### config.mk
export PLATFORM = sky130hd
export DESIGN_NAME = pad_debounce_scheduler
export DESIGN_NICKNAME = d
export VERILOG_FILES = /design/src/rtl/pad_debounce_scheduler.sv
export SDC_FILE = /design/constraint.sdc
export NUM_CORES = 1
export LEC_CHECK = 0
export ABC_AREA = 1
export ABC_CLOCK_PERIOD_IN_PS = 2910
export CAP_MARGIN = 20
export CELL_PAD_IN_SITES_DETAIL_PLACEMENT = 1
export CELL_PAD_IN_SITES_GLOBAL_PLACEMENT = 1
export CORE_AREA = 4 4 157 159
export DETAILED_ROUTE_END_ITERATION = 6
export DIE_AREA = 0 0 161 163
export PLACE_DENSITY_LB_ADDON = 0.1
export SLEW_MARGIN = 20
export SYNTH_ARGS = -nofsm -noshare
export SYNTH_HDL_FRONTEND = slang
export SYNTH_SLANG_ARGS = --single-unit
### constraint.sdc
create_clock -name clock -period 2.91 [get_ports clock]
set_clock_uncertainty 0.05 [all_clocks]
set_input_delay 0.582 -clock clock [delete_from_list [all_inputs] [get_ports clock]]
set_output_delay 0.582 -clock clock [all_outputs]
set_load 0.02 [all_outputs]
### src/rtl/pad_debounce_scheduler.sv
// N-channel pad debouncer: one shared sample prescaler, a channel-sequential scan FSM,
// and a round-robin press/release event queue behind a valid/ready output register.
module pad_debounce_scheduler #(
    parameter int N            = 8,
    parameter int TICK_DIV     = 2700,
    parameter int STABLE_TICKS = 100,
    parameter int CW           = 7
) (
    input  logic                 clock,
    input  logic                 reset,
    input  logic [N-1:0]         noisy,
    output logic [N-1:0]         clean,
    output logic                 event_valid,
    input  logic                 event_ready,
    output logic [$clog2(N)-1:0] event_chan,
    output logic                 event_press,
    output logic                 overflow
);

    localparam int IW = $clog2(N);
    localparam int PW = $clog2(TICK_DIV);

    typedef enum logic {IDLE, SCAN} state_t;

    state_t          state_q, state_d;
    logic [IW-1:0]   idx_q, idx_d;
    logic [PW-1:0]   presc_q, presc_d;
    logic [N-1:0]    sync1_q, sync1_d, sync_q, sync_d;
    logic [N-1:0]    clean_q, clean_d, pending_q, pending_d, dir_q, dir_d;
    logic [CW-1:0]   cnt_q [N];
    logic [CW-1:0]   cnt_d [N];
    logic            overflow_q, overflow_d;
    logic            ev_vld_q, ev_vld_d, ev_press_q, ev_press_d;
    logic [IW-1:0]   ev_chan_q, ev_chan_d, rr_q, rr_d;

    logic            tick, load, sel_found, clr_hit;
    logic [IW-1:0]   sel_ch, cand;
    logic [IW:0]     rr_sum;

    assign tick = (presc_q == PW'(TICK_DIV - 1));
    assign load = !ev_vld_q || event_ready;

    // Walk downward so the last hit is the nearest pending channel at or after rr_q.
    always_comb begin
        sel_found = 1'b0;
        sel_ch    = '0;
        rr_sum    = '0;
        cand      = '0;
        for (int k = N - 1; k >= 0; k--) begin
            rr_sum = {1'b0, rr_q} + (IW + 1)'(k);
            if (rr_sum >= (IW + 1)'(N))
                rr_sum = rr_sum - (IW + 1)'(N);
            cand = rr_sum[IW-1:0];
            if (pending_q[cand]) begin
                sel_found = 1'b1;
                sel_ch    = cand;
            end
        end
    end

    assign clr_hit = load && sel_found && (sel_ch == idx_q);

    always_comb begin
        sync1_d    = noisy;
        sync_d     = sync1_q;
        presc_d    = tick ? '0 : presc_q + 1'b1;
        state_d    = state_q;
        idx_d      = idx_q;
        clean_d    = clean_q;
        cnt_d      = cnt_q;
        dir_d      = dir_q;
        pending_d  = pending_q;
        overflow_d = overflow_q;
        ev_vld_d   = ev_vld_q;
        ev_chan_d  = ev_chan_q;
        ev_press_d = ev_press_q;
        rr_d       = rr_q;

        if (load) begin
            if (sel_found) begin
                ev_vld_d          = 1'b1;
                ev_chan_d         = sel_ch;
                ev_press_d        = dir_q[sel_ch];
                pending_d[sel_ch] = 1'b0;
                rr_d              = (sel_ch == IW'(N - 1)) ? '0 : sel_ch + 1'b1;
            end else begin
                ev_vld_d = 1'b0;
            end
        end

        case (state_q)
            IDLE: begin
                if (tick) begin
                    state_d = SCAN;
                    idx_d   = '0;
                end
            end
            SCAN: begin
                if (sync_q[idx_q] == clean_q[idx_q]) begin
                    cnt_d[idx_q] = '0;
                end else if (cnt_q[idx_q] + 1'b1 == CW'(STABLE_TICKS)) begin
                    clean_d[idx_q] = sync_q[idx_q];
                    dir_d[idx_q]   = sync_q[idx_q];
                    cnt_d[idx_q]   = '0;
                    // A set racing the loader's clear is a fresh event, not a merge.
                    if (pending_q[idx_q] && !clr_hit)
                        overflow_d = 1'b1;
                    pending_d[idx_q] = 1'b1;
                end else begin
                    cnt_d[idx_q] = cnt_q[idx_q] + 1'b1;
                end
                if (idx_q == IW'(N - 1)) begin
                    state_d = IDLE;
                    idx_d   = '0;
                end else begin
                    idx_d = idx_q + 1'b1;
                end
            end
            default: state_d = IDLE;
        endcase
    end

    always_ff @(posedge clock) begin
        if (reset) begin
            state_q    <= IDLE;
            idx_q      <= '0;
            presc_q    <= '0;
            sync1_q    <= '0;
            sync_q     <= '0;
            clean_q    <= '0;
            cnt_q      <= '{default: '0};
            dir_q      <= '0;
            pending_q  <= '0;
            overflow_q <= 1'b0;
            ev_vld_q   <= 1'b0;
            ev_chan_q  <= '0;
            ev_press_q <= 1'b0;
            rr_q       <= '0;
        end else begin
            assert (!(tick && state_q == SCAN));
            state_q    <= state_d;
            idx_q      <= idx_d;
            presc_q    <= presc_d;
            sync1_q    <= sync1_d;
            sync_q     <= sync_d;
            clean_q    <= clean_d;
            cnt_q      <= cnt_d;
            dir_q      <= dir_d;
            pending_q  <= pending_d;
            overflow_q <= overflow_d;
            ev_vld_q   <= ev_vld_d;
            ev_chan_q  <= ev_chan_d;
            ev_press_q <= ev_press_d;
            rr_q       <= rr_d;
        end
    end

    assign clean       = clean_q;
    assign event_valid = ev_vld_q;
    assign event_chan  = ev_chan_q;
    assign event_press = ev_press_q;
    assign overflow    = overflow_q;

endmodule

==> results.md, run 1 <==
* Root Buffer: clkbuf_16
* HPWL after DPL at 15200 um
* Vias at 5719
* Util after Layout at 30.7%
* Final Hold Viols at 0
* Setup Viol. Count Final at 0
* RSZ-0062 raised after global routing: false
* Clock Sink Count at 113
* Max cap viols at 0
* Crit Path Class: reg2reg
* First-pass GRT wire length at 33100 um
* Netlist cell types at 47
* CTS clk-pin slew, worst paths at 0.05 ns
* Max Clk Rate at 376 MHz
* Ant diodes at 0
* Final period utilization at 91.3%
* Layout area overhead at 25.0%
* Layout cells sized above 1 at 13.5%
* Number of synthesized flops with an enable pin at 0
* Warnings from Yosys at 0
* Final Max Slew Viols at 0
* I/O Pins at 25
* Top cell type's share of synthesized area at 39.6%
* Post-synthesis async set-or-reset flop share at 0%
* WL final at 20300 um
* HP Class: reg2reg
* H-tree Lvls at 4
* Max_slew headroom at 47.8%
* Buffers on Ports at 24
* Hold WS at 0.353 ns
* Die Wd at 161 um
* Synth Cell Area at 5710 um^2
* Setup WS post-layout at 0.252 ns
* DRC violations left at 0
* DP Worst Slack at -0.0125 ns
* Data arrival time of the worst path at 2.91 ns
* # hold bufs at CTS at 0
* CTS tree: done
* Core area at 23300 um^2
* Chip height at 163 um
* Max VDD drop at 0.000318 V
* Area leader, netlist: dfxtp_1
* Largest net degree at the start of global routing at 54
* Reg2Reg Depth at 16
* Seq/Total Area, Yosys at 39.6%
* Initial antenna violation count at 0
* Maximum root-to-sink buffer count at 2
* Ys flop type: dfxtp_1
* Top post-synthesis cells by area: dfxtp_1 40%, nand2_1 13%, a21oi_1 7.4%
* Wire per inst at 16.8 um
* Required time of the critical path at 3.16 ns
* Hold Crit Depth at 2
* Dpl cells at 1184
* # rows at 56
* Crit end category: register
* Routed Antenna Nets at 0
* Syn nets at 844
* Grt ovf at 0
* DR iter-0 viols at 299
* Final RePlAce weighted congestion at 0.854
* Peak fanout along the critical path at 9
* Post-synthesis cell count at 827
* Post-DR vias/cell at 4.72
* #FFs+latches synth at 113
* Synth top cells by count: 203 x nand2_1, 113 x dfxtp_1, 85 x a21oi_1
* Final Non-Filler Cells at 1212
* Count leader, synth: nand2_1
* Worst-Skew Late Latency at 0.42 ns
* Crit start category: register
* Initial Utilization at 24.6%
* Vias in the first global route at 6091
* Die ar. at 26200 um^2
* Total CTS buffers at 17
* Status: completed
* Nets at 901
* GRT Resource Usage Total at 16.0%
* Syn_area_per_cell at 6.91 um^2
* First-pass iteration count of the detailed router at 6
* Lkg Pwr at 2.94 nW
* Pwr/cell area at 874 nW/um^2
* Fin crit period at 2.66 ns
* Worst-Margin Slew at 0.776 ns
==> metal layers <==
metal  track usage, %  vias to the layer above  routed length [um]
met2             27.1                       73                9650
met5                0                        -                   0
met4             5.20                        0                 395
met3             2.78                       24                 457
met1             20.7                     2768                9800
li1                 -                     2854                   -
==> repair_timing <==
action | CTS | global route
gates resized for setup | 1 | 15
setup endpoints to repair | 6 | 70
setup buffers | 0 | 0
==> sequential cells by signal (all words and copies together), names as in the netlist, 8 cells and up <==
register / count
clean: 8
cnt_q: 56
sync_q: 8
pending_q: 8
sync1_q: 8
presc_q: 12
==> path summary, 6_finish.rpt <==
| path | from | endpoint | slack (ns) |
|---|---|---|---|
| max | idx_q[0]$_SDFFE_PP0P_ | cnt_q[0]$_SDFFE_PP0P_ | 0.25 |
| min | sync1_q[6]$_SDFF_PP0_ | sync_q[6]$_SDFF_PP0_ | 0.35 |
| max reg2reg | idx_q[0]$_SDFFE_PP0P_ | cnt_q[0]$_SDFFE_PP0P_ | 0.25 |
| min reg2reg | sync1_q[6]$_SDFF_PP0_ | sync_q[6]$_SDFF_PP0_ | 0.35 |
==> placed cells by master (no fill, tap or decap), types with 9 or more instances in the layout <==
| cell | n |
|---|---|
| a21oi_1 | 83 |
| buf_4 | 45 |
| clkbuf_16 | 17 |
| clkdlybuf4s50_1 | 23 |
| dfxtp_1 | 110 |
| inv_1 | 74 |
| inv_2 | 14 |
| nand2_1 | 200 |
| nand3_1 | 64 |
| nand3_2 | 9 |
| nand4_1 | 15 |
| nor2_1 | 72 |
| o21ai_0 | 59 |
==> final cells by class <==
type	count	area, um^2
Timing Repair Buffer	69	573
Sequential cell	113	2270
Multi-Input combinational cell	591	2990
Inverter	92	348
Tap cell	319	399
Clock buffer	23	488
Fill cell	2876	16100
Clock inverter	5	80.1
==> through the flow <==
stage | cell area [um^2] | TNS [ns] | total power [mW]
finish | 7140 | 0 | 6.25
global route | 7140 | 0 | 6.75
CTS | 7100 | 0 | 6.25
detailed placement | 6530 | -0.0166 | 4.15
global placement | 6530 | 0 | 4.11
floorplan | 5710 | 0 | 3.31
==> critical path: stages, from the launching register on <==
cell     delay (ns)
dfxtp_2        0.44
inv_2          0.10
nand3_2        0.10
inv_2          0.12
buf_4          0.18
nand2_1        0.07
nand2_1        0.06
nor2_1         0.10
nand4_1        0.24
nor2_2         0.24
nand4_4        0.15
nand2_4        0.12
nand2_2        0.13
nand2_2        0.20
nand2_1        0.08
a21oi_1        0.13
nor2_1         0.05
==> power breakdown <==
group | total [mW] | internal [mW] | switching [mW]
Combinational | 2.54 | 0.865 | 1.68
Sequential | 1.64 | 1.61 | 0.0276
Clock | 2.06 | 1.33 | 0.732
Total | 6.25 | 3.81 | 2.44
==> cell families (layout without fill, tap and decap cells) <==
logic type / Yosys count / in the layout / share of synthesized area (%)
AND/OR/NAND/NOR: 395 / 395 / 31.0
AO/OA/AOI/OAI: 180 / 180 / 17.4
buffers and inverters: 123 / 189 / 8.82
flip-flops: 113 / 113 / 39.6
XOR/XNOR: 10 / 10 / 1.86
adder cells (fa/ha/maj): 6 / 6 / 1.31
Note: power is estimated with default switching activity, not from simulation.
==> run 2, diff against run 1 <==
ABC_AREA = not set   (was 1)
CORE_AREA = 4 4 160 162   (was 4 4 157 159)
DIE_AREA = 0 0 164 166   (was 0 0 161 163)
HOLD_SLACK_MARGIN = 0.1   (was not set)
==> run 2 against run 1 <==
Compared with the run above:
- the run now ends with setup timing left
- core utilization rose by 6.8 points
- non-clock buffer count grew 93
- die area up 3.7%
- via count is 0.12% lower
- critical endpoint is now overflow$_SDFFE_PP0P_
- largest power group unchanged
==> results.md, run 2 <==
* Setup TNS at -1.10 ns
* DR iter-0 viols at 338
* Fin crit period at 3.03 ns
* Largest registers: cnt_q: 56 flops, presc_q: 12 flops
* DP Worst Slack at -0.227 ns
* Wire per inst at 18.9 um
* GRT Resource Usage Total at 16.5%
* Initial Utilization at 24.8%
* Grt ovf at 0
* Number of synthesized flops with an enable pin at 0
* Hold Crit Depth at 1
* Data arrival time of the worst path at 3.30 ns
* Ant diodes at 0
* CTS tree: done
* Violated checks: setup timing
* Root Buffer: clkbuf_16
* Chip height at 166 um
* I/O Pins at 25
* CTS clk-pin slew, worst paths at 0.06 ns
* HPWL after DPL at 15900 um
* Slowest cell on crit path: dfxtp_4
* Final period utilization at 104%
* Util after Layout at 37.5%
* Die ar. at 27200 um^2
* Vias at 5712
* Max cap viols at 0
* Most flop-heavy register: cnt_q
* Crit start category: register
* Status: complete, but fails checks
* Layout area overhead at 51.4%
* Peak fanout along the critical path at 8
* Worst-Margin Slew at 0.807 ns
* CP Cell Sequence: inv_4 -> ha_4 -> buf_4 -> mux2_4 -> nor3_4 -> a221oi_4 -> buf_4 -> nor4_4 -> nor4b_2 -> a2111oi_4 -> buf_6 -> buf_6 -> xor2_2 -> nor3_1 -> a311oi_1
* Final Max Slew Viols at 0
* HP Class: reg2reg
* Initial antenna violation count at 0
* Syn nets at 724
* Buffers on Ports at 24
* First-pass iteration count of the detailed router at 4
* Worst-Skew Late Latency at 0.41 ns
* Core area at 24100 um^2
* Post-synthesis async set-or-reset flop share at 0%
* Top post-synthesis cells by area: dfxtp_1 38%, nand2_1 6.9%, a21oi_1 6.0%
* Routed Antenna Nets at 0
* Crit Path Class: reg2reg
* Maximum root-to-sink buffer count at 2
* First-pass GRT wire length at 34900 um
* Lkg Pwr at 3.57 nW
* Final RePlAce weighted congestion at 0.847
* Setup WS post-layout at -0.125 ns
* Seq/Total Area, Yosys at 37.9%
* Required time of the critical path at 3.18 ns
* Vias in the first global route at 5989
* WL final at 22300 um
* Total CTS buffers at 17
* RSZ-0062 raised after global routing: true
* Pwr/cell area at 651 nW/um^2
* Most frequent cells in the layout: 112 x buf_4, 109 x dfxtp_1, 81 x nand2_1
* Final Hold Viols at 0
* Synth top cells by count: 113 x dfxtp_1, 109 x nand2_1, 77 x nor2_1
* Synth Cell Area at 5970 um^2
* Final Non-Filler Cells at 1176
* CP max stage delay at 0.37 ns
* Clock Sink Count at 113
* # rows at 57
* Reg2Reg Depth at 15
* Nets at 857
* Post-DR vias/cell at 4.86
* Ys flop type: dfxtp_1
* H-tree Lvls at 4
* Max_slew headroom at 46.1%
* Post-synthesis cell count at 707
* Setup Viol. Count Final at 21
* Netlist cell types at 68
* Layout cells sized above 1 at 39.2%
* Count leader, synth: dfxtp_1
* Area leader, netlist: dfxtp_1
* Most common cell after layout, fill and taps aside: buf_4
* Syn_area_per_cell at 8.45 um^2
* Largest net degree at the start of global routing at 35
* Max Clk Rate at 330 MHz
* Post-Layout Inst Area at 9040 um^2
* Warnings from Yosys at 0
* Max VDD drop at 0.000469 V
* Crit end category: register
* DRC violations left at 0
* Die Wd at 164 um
* Dpl cells at 1124
* #FFs+latches synth at 113
* Top cell type's share of synthesized area at 37.9%
* Max reg flops at 56
* Placed standard-cell area at 7440 um^2
[run 2: cell type report]
cell class	count	area [um^2]
inverters	24	95.1
clock buffers	20	457
flip-flops and latches	113	2270
clock inverters	11	114
well taps	324	405
fillers	2779	15100
repair buffers	162	1450
multi-input cells	522	4240
[run 2: timing repair]
action,CTS,global route
hold buffers,0,0
endpoints found under the setup margin,55,80
gates cloned,2,1
pin swaps,33,52
resized for setup,67,132
buffers inserted,16,12
[run 2: stage by stage]
step | hold slack (ns) | power (mW)
final | 0.393 | 5.88
after CTS | 0.403 | 5.67
after floorplan | 0.364 | 2.86
after detailed placement | 0.391 | 3.41
after global placement | 0.381 | 3.38
after global routing | 0.418 | 6.17
[run 2: logic make-up (layout without fill, tap and decap cells)]
| group | count (synthesis) | count (layout) | synth area share, % |
|---|---|---|---|
| buffers and inverters | 72 | 217 | 5.32 |
| adder cells (fa/ha/maj) | 6 | 6 | 1.26 |
| flip-flops | 113 | 113 | 37.9 |
| AO/OA/AOI/OAI | 146 | 146 | 16.2 |
| XOR/XNOR | 23 | 23 | 3.81 |
| AND/OR/NAND/NOR | 295 | 295 | 23.6 |
| multiplexers | 52 | 52 | 11.9 |
[run 2: critical path, delay by kind of cell, from the launching register on]
kind	cells	cell delay (ns)
buffers and inverters	5	0.63
flip-flops	1	0.37
XOR/XNOR	1	0.12
AO/OA/AOI/OAI	3	0.51
AND/OR/NAND/NOR	4	0.63
adder cells (fa/ha/maj)	1	0.31
multiplexers	1	0.31
[run 2: metal layers]
| layer | share of wire [%] | track usage, % | vias up |
|---|---|---|---|
| met5 | 0 | 0 | - |
| met4 | 1.8 | 4.52 | 0 |
| met3 | 3.3 | 2.63 | 21 |
| met2 | 48 | 27.5 | 73 |
| met1 | 46 | 22.1 | 2856 |
| li1 | - | - | 2762 |
[run 2: path summary, 6_finish.rpt]
path | startpoint | to | slack, ns
setup / recovery | rr_q[0]$_SDFFE_PP0P_ | overflow$_SDFFE_PP0P_ | -0.12
hold / removal | sync1_q[5]$_SDFF_PP0_ | sync_q[5]$_SDFF_PP0_ | 0.39
setup reg to reg | rr_q[0]$_SDFFE_PP0P_ | overflow$_SDFFE_PP0P_ | -0.12
hold reg to reg | sync1_q[5]$_SDFF_PP0_ | sync_q[5]$_SDFF_PP0_ | 0.39
[run 2: report_power, final]
part | internal, mW | switching (mW)
Sequential | 1.59 | 0.0316
Combinational | 1.11 | 1.11
Clock | 1.29 | 0.751
==> run 3, diff against run 2 <==
ABC_AREA = 1   (was not set)
CORE_AREA = 4 4 157 159   (was 4 4 160 162)
DIE_AREA = 0 0 161 163   (was 0 0 164 166)
==> results of run 3 <==
No change in the layout: final DEF, timing and power equal those of run 1.
